## config.mk

```make
export PLATFORM = sky130hd
export DESIGN_NAME = alu_multicycle
export DESIGN_NICKNAME = d
export VERILOG_FILES = /design/src/rtl/alu_multicycle.sv
export SDC_FILE = /design/constraint.sdc
export NUM_CORES = 1
export LEC_CHECK = 0
export ABC_CLOCK_PERIOD_IN_PS = 6950
export BUFFER_PORTS_ARGS = -buffer_cell sky130_fd_sc_hd__buf_2
export CORE_ASPECT_RATIO = 1.4
export CORE_UTILIZATION = 40
export CTS_CLUSTER_DIAMETER = 200
export DETAILED_ROUTE_END_ITERATION = 8
export HOLD_SLACK_MARGIN = 0.1
export PLACE_DENSITY_LB_ADDON = 0.25
export SLEW_MARGIN = 20
export SYNTH_ARGS = -nofsm -noshare
export SYNTH_HDL_FRONTEND = slang
export SYNTH_SLANG_ARGS = --single-unit
```

## constraint.sdc

```tcl
create_clock -name clk -period 6.95 [get_ports clk]
set_clock_uncertainty 0.15 [all_clocks]
set_input_delay 0.695 -clock clk [delete_from_list [all_inputs] [get_ports clk]]
set_output_delay 0.695 -clock clk [all_outputs]
set_load 0.05 [all_outputs]
```

## src/rtl/alu_multicycle.sv

```systemverilog
// alu_multicycle: multi-cycle ALU fed by the register file accumulator (operand_a)
// and X/Y data_out (operand_b).
// - Single-cycle ops finish in one cycle.
// - MUL is a shift-add multiplier that takes WIDTH EXEC cycles.
// - DIV/MOD use a restoring divider that takes WIDTH EXEC cycles. It exists only
//   when the macro ALU_DIV_EN is defined; otherwise opcodes 9/A are treated as illegal.
// - result/save_acc drive the register file's data_in_acc_alu / signal_save_after_alu.
module alu_multicycle #(
    parameter int WIDTH    = 16,
    parameter int OPCODE_W = 4
) (
    input  logic                clk,
    input  logic                rst,
    input  logic                start,
    input  logic [OPCODE_W-1:0] opcode,
    input  logic [WIDTH-1:0]    operand_a,
    input  logic [WIDTH-1:0]    operand_b,
    output logic                busy,
    output logic                done,
    output logic                save_acc,
    output logic [WIDTH-1:0]    result,
    output logic [3:0]          flags,
    output logic                illegal_op
);

    localparam int MSB   = WIDTH - 1;
    localparam int CNT_W = (WIDTH > 1) ? $clog2(WIDTH) : 1;

    localparam logic [OPCODE_W-1:0] OP_ADD = OPCODE_W'(4'h0);
    localparam logic [OPCODE_W-1:0] OP_SUB = OPCODE_W'(4'h1);
    localparam logic [OPCODE_W-1:0] OP_AND = OPCODE_W'(4'h2);
    localparam logic [OPCODE_W-1:0] OP_OR  = OPCODE_W'(4'h3);
    localparam logic [OPCODE_W-1:0] OP_XOR = OPCODE_W'(4'h4);
    localparam logic [OPCODE_W-1:0] OP_NOT = OPCODE_W'(4'h5);
    localparam logic [OPCODE_W-1:0] OP_SHL = OPCODE_W'(4'h6);
    localparam logic [OPCODE_W-1:0] OP_SHR = OPCODE_W'(4'h7);
    localparam logic [OPCODE_W-1:0] OP_MUL = OPCODE_W'(4'h8);
    localparam logic [OPCODE_W-1:0] OP_DIV = OPCODE_W'(4'h9);
    localparam logic [OPCODE_W-1:0] OP_MOD = OPCODE_W'(4'hA);
    localparam logic [OPCODE_W-1:0] OP_CMP = OPCODE_W'(4'hB);

    typedef enum logic [1:0] {S_IDLE, S_EXEC, S_DONE} state_t;
    typedef enum logic [1:0] {IT_MUL, IT_DIV, IT_MOD} iter_t;

    state_t             state_q, state_d;
    iter_t              iter_q;
    logic [CNT_W-1:0]   cnt_q;
    logic [WIDTH-1:0]   b_q;
    logic [WIDTH-1:0]   hi_q;   // MUL: upper partial product; DIV/MOD: remainder
    logic [WIDTH-1:0]   lo_q;   // MUL: multiplier/low product; DIV/MOD: dividend/quotient

    // Single-cycle decode and compute, taken straight from the ports at start
    logic [WIDTH:0]     add_w, sub_w;
    logic               add_v, sub_v;
    logic [WIDTH-1:0]   sc_res;
    logic               sc_c, sc_v, sc_save, sc_illegal, sc_iter;
    logic [3:0]         sc_flags;

    // Iteration step for the multi-cycle ops
    logic [WIDTH:0]     mul_sum;
    logic [WIDTH-1:0]   mul_hi_d, mul_lo_d;
    logic [WIDTH-1:0]   div_rem_d, div_quo_d;
    logic [WIDTH-1:0]   step_hi, step_lo, it_res;
    logic               it_c;

    assign add_w = {1'b0, operand_a} + {1'b0, operand_b};
    assign sub_w = {1'b0, operand_a} - {1'b0, operand_b};
    assign add_v = (operand_a[MSB] == operand_b[MSB]) && (add_w[MSB] != operand_a[MSB]);
    assign sub_v = (operand_a[MSB] != operand_b[MSB]) && (sub_w[MSB] != operand_a[MSB]);

    assign busy = (state_q != S_IDLE);

    // Decode the launched opcode: single-cycle value/flags or hand-off to EXEC
    always_comb begin
        // NOTE: every always_comb output gets a default first so no path infers a latch.
        sc_res     = '0;
        sc_c       = 1'b0;
        sc_v       = 1'b0;
        sc_save    = 1'b1;
        sc_illegal = 1'b0;
        sc_iter    = 1'b0;
        case (opcode)
            OP_ADD: begin
                sc_res = add_w[MSB:0];
                sc_c   = add_w[WIDTH];
                sc_v   = add_v;
            end
            OP_SUB: begin
                sc_res = sub_w[MSB:0];
                sc_c   = sub_w[WIDTH];
                sc_v   = sub_v;
            end
            OP_AND: sc_res = operand_a & operand_b;
            OP_OR:  sc_res = operand_a | operand_b;
            OP_XOR: sc_res = operand_a ^ operand_b;
            OP_NOT: sc_res = ~operand_a;
            OP_SHL: begin
                sc_res = {operand_a[MSB-1:0], 1'b0};
                sc_c   = operand_a[MSB];
            end
            OP_SHR: begin
                sc_res = {1'b0, operand_a[MSB:1]};
                sc_c   = operand_a[0];
            end
            OP_MUL: sc_iter = 1'b1;
            OP_CMP: begin
                // Difference only feeds the flags; result is left alone.
                sc_res  = sub_w[MSB:0];
                sc_c    = sub_w[WIDTH];
                sc_v    = sub_v;
                sc_save = 1'b0;
            end
`ifdef ALU_DIV_EN
            OP_DIV: begin
                if (operand_b == '0) begin
                    sc_res = '1;
                    sc_v   = 1'b1;
                end else begin
                    sc_iter = 1'b1;
                end
            end
            OP_MOD: begin
                if (operand_b == '0) begin
                    sc_res = operand_a;
                    sc_v   = 1'b1;
                end else begin
                    sc_iter = 1'b1;
                end
            end
`endif
            default: begin
                sc_illegal = 1'b1;
                sc_save    = 1'b0;
            end
        endcase
        sc_flags = {(sc_res == '0), sc_res[MSB], sc_c, sc_v};
    end

    // Shift-add multiplier step: add multiplicand when the current multiplier bit is set, shift right
    always_comb begin
        mul_sum  = {1'b0, hi_q} + (lo_q[0] ? {1'b0, b_q} : '0);
        mul_hi_d = mul_sum[WIDTH:1];
        mul_lo_d = {mul_sum[0], lo_q[MSB:1]};
    end

`ifdef ALU_DIV_EN
    logic [WIDTH:0] div_shift, div_diff;

    // Restoring divider step: shift in the next dividend bit, subtract if it fits
    always_comb begin
        div_shift = {hi_q, lo_q[MSB]};
        div_diff  = div_shift - {1'b0, b_q};
        div_rem_d = div_diff[WIDTH] ? div_shift[MSB:0] : div_diff[MSB:0];
        div_quo_d = {lo_q[MSB-1:0], ~div_diff[WIDTH]};
    end
`else
    assign div_rem_d = '0;
    assign div_quo_d = '0;
`endif

    // Select the active iterative op's next state and its final value
    always_comb begin
        step_hi = mul_hi_d;
        step_lo = mul_lo_d;
        it_res  = mul_lo_d;
        it_c    = (mul_hi_d != '0);
        if (iter_q != IT_MUL) begin
            step_hi = div_rem_d;
            step_lo = div_quo_d;
            it_res  = (iter_q == IT_DIV) ? div_quo_d : div_rem_d;
            it_c    = 1'b0;
        end
    end

    // FSM state register
    always_ff @(posedge clk) begin
        // NOTE: sequential state uses non-blocking assignments so every register samples pre-edge values.
        if (rst) state_q <= S_IDLE;
        else     state_q <= state_d;
    end

    // FSM next-state: IDLE launches, EXEC iterates until the counter hits zero, DONE lasts one cycle
    always_comb begin
        state_d = state_q;
        case (state_q)
            S_IDLE: if (start) state_d = sc_iter ? S_EXEC : S_DONE;
            S_EXEC: if (cnt_q == '0) state_d = S_DONE;
            S_DONE: state_d = S_IDLE;
            default: state_d = S_IDLE;
        endcase
    end

    // Datapath: capture operands, iterate, and register result/flags/pulses on entry to DONE
    always_ff @(posedge clk) begin
        if (rst) begin
            iter_q     <= IT_MUL;
            cnt_q      <= '0;
            b_q        <= '0;
            hi_q       <= '0;
            lo_q       <= '0;
            result     <= '0;
            flags      <= '0;
            done       <= 1'b0;
            save_acc   <= 1'b0;
            illegal_op <= 1'b0;
        end else begin
            done       <= 1'b0;
            save_acc   <= 1'b0;
            illegal_op <= 1'b0;
            case (state_q)
                S_IDLE: begin
                    if (start) begin
                        if (sc_iter) begin
                            iter_q <= (opcode == OP_DIV) ? IT_DIV :
                                      (opcode == OP_MOD) ? IT_MOD : IT_MUL;
                            cnt_q  <= CNT_W'(WIDTH - 1);
                            b_q    <= operand_b;
                            hi_q   <= '0;
                            lo_q   <= operand_a;
                        end else begin
                            done       <= 1'b1;
                            save_acc   <= sc_save;
                            illegal_op <= sc_illegal;
                            if (sc_save)     result <= sc_res;
                            if (!sc_illegal) flags  <= sc_flags;
                        end
                    end
                end
                S_EXEC: begin
                    hi_q  <= step_hi;
                    lo_q  <= step_lo;
                    cnt_q <= cnt_q - CNT_W'(1);
                    if (cnt_q == '0) begin
                        done     <= 1'b1;
                        save_acc <= 1'b1;
                        result   <= it_res;
                        flags    <= {(it_res == '0), it_res[MSB], it_c, 1'b0};
                    end
                end
                default: ;
            endcase
        end
    end

endmodule

```

# Word-level counts from Yosys, hierarchy flattened

Cells that the tools add are included.

Reduce and logical (&&, ||, !) cells: 20
Multiplexer cells: 42
Add/subtract/negate cells: 4
Equality and inequality tests: 22
Bitwise operators: 6

Operators with widths:

| kind                                                 | count |
|---|---|
| 2-to-1 mux 16 bit                                    | 11 |
| one-hot mux 16 bit (8 select lines)                  | 1 |
| one-hot mux 16 bit (2 select lines)                  | 3 |
| adder 16 x 16 -> 17 bit                              | 2 |
| zero test 16 bit                                     | 2 |
| 2-to-1 mux 4 bit                                     | 6 |
| subtractor 16 x 16 -> 17 bit                         | 1 |
| AND 16 bit                                           | 1 |
| equality test 4 x 3 -> 1 bit (second input constant) | 4 |
| equality test 4 bit (second input constant)          | 4 |
| inverter 16 bit                                      | 1 |
| bitwise OR 16 bit                                    | 1 |
| one-hot mux 4 bit (2 select lines)                   | 2 |
| nonzero test 16 bit                                  | 1 |
| bitwise XOR 16 bit                                   | 1 |
| inequality test 2 bit (second input constant)        | 6 |
| 2-to-1 mux 2 bit                                     | 5 |
| AND reduction 5 bit                                  | 2 |
| OR reduction 10 bit                                  | 1 |
| 2-to-1 mux 1 bit                                     | 9 |
| OR reduction 9 bit                                   | 1 |
| equality test 4 x 2 -> 1 bit (second input constant) | 2 |
| zero test 4 bit                                      | 2 |
| one-hot mux 1 bit (2 select lines)                   | 3 |
| other kinds (15)                                     | 22 |

Logic and storage cells: 105
Register bits after elaboration: 79
Bits of input ports: 39
Output and inout port bits: 24

# Longest topological paths before layout

Depth after elaboration: 8
Gate-level depth with buffers: 14
Gate-level depth less buffers: 13

# Worst setup path after synthesis

No wires, ideal clock.

Path type: in2reg
From: input operand_a[0]
To: register flags[3]
Library setup time: 87 ps
Required time: 6713 ps
Buffers on the path: 0
Cell stages on the path: 12
Path slack: 3274 ps
Data arrival time: 3439 ps
Path through: ha_1 > inv_1 > fa_1 > nand2b_1 > a211oi_1 > o22ai_1 > and3_1 > nor4_1 > a32oi_1 > or4_1 > or4_1 > o31ai_1

Cells in the longest elaborated chain, start to end: 7
Elaborated cells on any way between the ends: 12
Those cells by class: add/sub (2); mux (5); bitwise (4); reduce/logical (1)

RTL lines:

| element                                                    | line | source |
|---|---|---|
| start: declaration                                         | 16   | `input logic [WIDTH-1:0] operand_a,` |
| subtractor 16 x 16 -> 17 bit, or another cell as far along | 67   | `assign sub_w = {1'b0, operand_a} - {1'b0, operand_b};` |
| one-hot mux 16 bit (8 select lines) *                      | 82   | `case (opcode)` |
| zero test 16 bit *                                         | 136  | `sc_flags = {(sc_res == '0), sc_res[MSB], sc_c, sc_v};` |
| 2-to-1 mux 4 bit *                                         | 225  | `if (!sc_illegal) flags <= sc_flags;` |
| 2-to-1 mux 4 bit *                                         | 213  | `if (sc_iter) begin` |
| 2-to-1 mux 4 bit *                                         | 212  | `if (start) begin` |
| one-hot mux 4 bit (2 select lines) *                       | 210  | `case (state_q)` |
| end signal: assignment                                     | 225  |  |
| end signal: assignment                                     | 237  | `flags <= {(it_res == '0), it_res[MSB], it_c, 1'b0};` |
| end: declaration                                           | 22   | `output logic [3:0] flags,` |

Every way passes the cells marked *; elsewhere a longest branch is shown, timed or not. The select of a mux whose other input is x is not followed.
A chain may end at the register's enable or synchronous reset.

# Worst setup path in the final report

Same ends and word-level chain as after synthesis.

==> qor.tcl <==
set qor(layout_min_cycle_time_ns) 4.43
set qor(netlist.area_leader.share_pct) 22.3
set qor(floorplan.core_area_sq_mm) 0.0173
set qor(number_of_buffers_inserted_for_hold_repair_after_clock_tree_synthesis) 0
set qor(postCtsSetupBuffers) 0
set qor(viasPerCell) 6.10
set qor(post_synth_num_cell_types) 69
set qor(synthTopCellsByArea) {sky130_fd_sc_hd__dfxtp_1 (22%), sky130_fd_sc_hd__ha_1 (12%), sky130_fd_sc_hd__nor2_1 (6.2%)}
set qor(clkLatencyLatePin_ns) 0.34
set qor(start_util_pct) 40.9
set qor(avgSynthCellArea_sq_um) 7.33
set qor(antenna-diode-count) 0
set qor(timing.hold.worst.class) {flip-flop to flip-flop}
set qor(cts_buffers) 9
set qor(critPathLaunchType) {input port}
set qor(slew_violations) 0
set qor(postCtsResizedCells) 0
set qor(firstDrtPassIters) 6
set qor(detail_route.iter0.violations) 775
set qor(final_layout_size_suffix_gt1_share_pct) 10.5
set qor(place.gp.congestion) 0.945
set qor(total_routed_wirelength_mm) 24.2
set qor(ir_drop_v) 0.0000975
set qor(nFillCells) 1781
set qor(synth_most_common_cell) {sky130_fd_sc_hd__nor2_1}
set qor(async_reset_ff_share_pct) 0
set qor(run_status) {complete, no violations}
set qor(hpwlAfterDp_mm) 18.5
set qor(synthesis.instances) 966
set qor(critical_path_arrival_ns) 4.53
set qor(synth_seq_area_share_pct) 22.3
set qor(cts_sinks) 79
set qor(dieArea_sq_mm) 0.0183
set qor(maxCapViolCount) 0
set qor(grt_overflow_total) 0
set qor(initial_antenna_violation_count) 0
set qor(areaGrowthSynthToFinish_pct) 10.2
set qor(final_net_count) 1102
set qor(netlist_area_sq_mm) 0.00708
set qor(timing.fmax_mhz) 226
set qor(synth_top_cells_by_count) {sky130_fd_sc_hd__nor2_1 (117), sky130_fd_sc_hd__nand2_1 (87), sky130_fd_sc_hd__a21oi_1 (79), sky130_fd_sc_hd__dfxtp_1 (79), sky130_fd_sc_hd__ha_1 (69)}
set qor(tritoncts) {done}
set qor(grt_max_degree) 77
set qor(fin_cells) 1232
set qor(power.leakage_nw) 3.33
set qor(yosysWarnings) 0
set qor(clk_pin_slew_worst_paths_ns) 0.06
set qor(setup_violations_final) 0
set qor(num_rows) 57
set qor(groute.usage.overall_pct) 26.5
set qor(relSlewSlack_pct) 27.3
set qor(drc_errors) 0
set qor(critical_path_endpoint_category) {flip-flop}
set qor(synth.ff_latch_count) 79
set qor(synth_area_leader_cell) {sky130_fd_sc_hd__dfxtp_1}
set qor(cellPowerDensity_mw_per_mm2) 169
set qor(ioPinCount) 63
set qor(rsz0062_at_grt) {false}
set qor(die-height_microns) 159
set qor(tightestPinTransition_ns) 1.09
set qor(grt_pass1_vias) 7062
set qor(clock_tree.htree_level_count) 3
set qor(grt_first_pass_wirelength_mm) 37.7
set qor(antenna_violating_nets_post_route) 0
set qor(synth_enable_flop_cells) 0
set qor(finalSetupTns_ns) 0
set qor(crit_share_post_route_pct) 63.8
set qor(via_count) 7511
set qor(yosys_most_used_dff) {sky130_fd_sc_hd__dfxtp_1}
set qor(clockBufferDepth) 2
set qor(clock_tree.root_cell) {sky130_fd_sc_hd__clkbuf_16}
set qor(io_buffers) 62
set qor(timing_worst_setup_path_type) {input port to flip-flop}
set qor(final-hold-violation-count) 0
set qor(routedWlPerCell_microns) 19.7
set qor(syn_nets) 1077
set qor(die_width_microns) 114
set qor(post-place-cells) 1216
set qor(crit_required_ns) 7.05
set qor(crit_fanout) 6
worst max-delay path: stages:
cell and delay, ns:
sky130_fd_sc_hd__buf_2 0.19, sky130_fd_sc_hd__inv_1 0.10, sky130_fd_sc_hd__ha_1 0.23, sky130_fd_sc_hd__fa_1 0.44, sky130_fd_sc_hd__o21bai_1 0.28, sky130_fd_sc_hd__a2111o_1 0.27, sky130_fd_sc_hd__nand4_1 0.15, sky130_fd_sc_hd__a2111oi_0 0.60
sky130_fd_sc_hd__o41ai_1 0.14, sky130_fd_sc_hd__a221oi_1 0.38, sky130_fd_sc_hd__o21ai_0 0.25, sky130_fd_sc_hd__or4_1 0.58, sky130_fd_sc_hd__o31ai_1 0.22
final cells by class:
cell class	instances	area [sq um]	area share [%]
multi-input cells	772	5040	64.6
well taps	236	295	3.78
clock inverters	7	68.8	0.881
inverters	58	218	2.79
clock buffers	9	225	2.88
repair buffers	71	378	4.84
flip-flops and latches	79	1580	20.3
path summary, 6_finish.rpt:
kind	start	to	slack, ns	cells past startpoint
setup reg to reg	lo_q[0]$_SDFFE_PP0P_	flags[1]$_SDFFE_PP0P_	2.78	12
hold reg to reg	b_q[5]$_SDFFE_PP0P_	b_q[5]$_SDFFE_PP0P_	0.30	2
setup / recovery	operand_a[0]	flags[3]$_SDFFE_PP0P_	2.52	13
hold / removal	b_q[5]$_SDFFE_PP0P_	b_q[5]$_SDFFE_PP0P_	0.30	2
report_power, final:
part | internal [mW] | switching, mW | total (mW)
clock network | 0.254 | 0.213 | 0.467
logic | 0.119 | 0.255 | 0.374
registers | 0.467 | 0.0101 | 0.477
through the flow:
stage               setup slack, ns  cell area [sq um]  total power [mW]  util (%)  hold slack, ns
floorplan                      3.27               7080             0.739         -           0.282
global placement               2.35               7510             0.855      43.4           0.288
detailed placement             2.38               7510             0.852      43.4           0.292
CTS                            2.72               7810              1.32      45.1           0.301
global route                   2.52               7810              1.37      45.1           0.314
finish                         2.52               7810              1.32      45.1           0.299
cell families (layout without fill, tap and decap cells):
kind of cell    count (synthesis)  in the layout  share of synthesized area, %
compound gates                305            305                          29.7
xor+xnor                       16             16                          1.98
fa+ha+maj                      72             72                          13.0
buf+inv                       115            145                          6.69
flops                          79             79                          22.3
mux                             5              5                          1.06
simple gates                  374            374                          25.3
metal layers:
| layer | track usage, % | part of all wire (%) | up-vias |
|---|---|---|---|
| met5 | 0 | 0 | - |
| met4 | 12.3 | 4.4 | 0 |
| met3 | 2.51 | 6.1 | 85 |
| met2 | 45.9 | 50 | 353 |
| met1 | 32.5 | 40 | 3490 |
| li1 | - | - | 3583 |
cells in the final DEF, fill, tap and decap left out, types with 4 or more instances in the layout:
cell / instances
sky130_fd_sc_hd__a2111oi_0: 4
sky130_fd_sc_hd__a211o_1: 5
sky130_fd_sc_hd__a211oi_1: 16
sky130_fd_sc_hd__a21o_1: 15
sky130_fd_sc_hd__a21oi_1: 79
sky130_fd_sc_hd__a221o_1: 4
sky130_fd_sc_hd__a221oi_1: 28
sky130_fd_sc_hd__a22oi_1: 17
sky130_fd_sc_hd__a311oi_1: 7
sky130_fd_sc_hd__a31oi_1: 9
sky130_fd_sc_hd__and2_1: 18
sky130_fd_sc_hd__and3_1: 6
sky130_fd_sc_hd__buf_2: 62
sky130_fd_sc_hd__buf_4: 9
sky130_fd_sc_hd__clkbuf_16: 9
sky130_fd_sc_hd__dfxtp_1: 79
sky130_fd_sc_hd__ha_1: 69
sky130_fd_sc_hd__inv_1: 57
sky130_fd_sc_hd__nand2_1: 87
sky130_fd_sc_hd__nand2b_1: 17
sky130_fd_sc_hd__nand3_1: 17
sky130_fd_sc_hd__nand4_1: 6
sky130_fd_sc_hd__nor2_1: 116
sky130_fd_sc_hd__nor2b_1: 15
sky130_fd_sc_hd__nor3_1: 43
sky130_fd_sc_hd__nor4_1: 14
sky130_fd_sc_hd__o211a_1: 5
sky130_fd_sc_hd__o211ai_1: 14
sky130_fd_sc_hd__o21a_1: 9
sky130_fd_sc_hd__o21ai_0: 42
sky130_fd_sc_hd__o21bai_1: 6
sky130_fd_sc_hd__o22ai_1: 10
sky130_fd_sc_hd__or2_2: 6
sky130_fd_sc_hd__or3_1: 8
sky130_fd_sc_hd__or4_1: 7
sky130_fd_sc_hd__xnor2_1: 11
sky130_fd_sc_hd__xor2_1: 5
registers in the layout, indices dropped and copies added (netlist names):
register,cells
illegal_op,1
lo_q,16
flags,4
result,16
iter_q,2
cnt_q,4
b_q,16
state_q,2
done,1
save_acc,1
hi_q,16
Note: power is estimated with default switching activity, not from simulation.
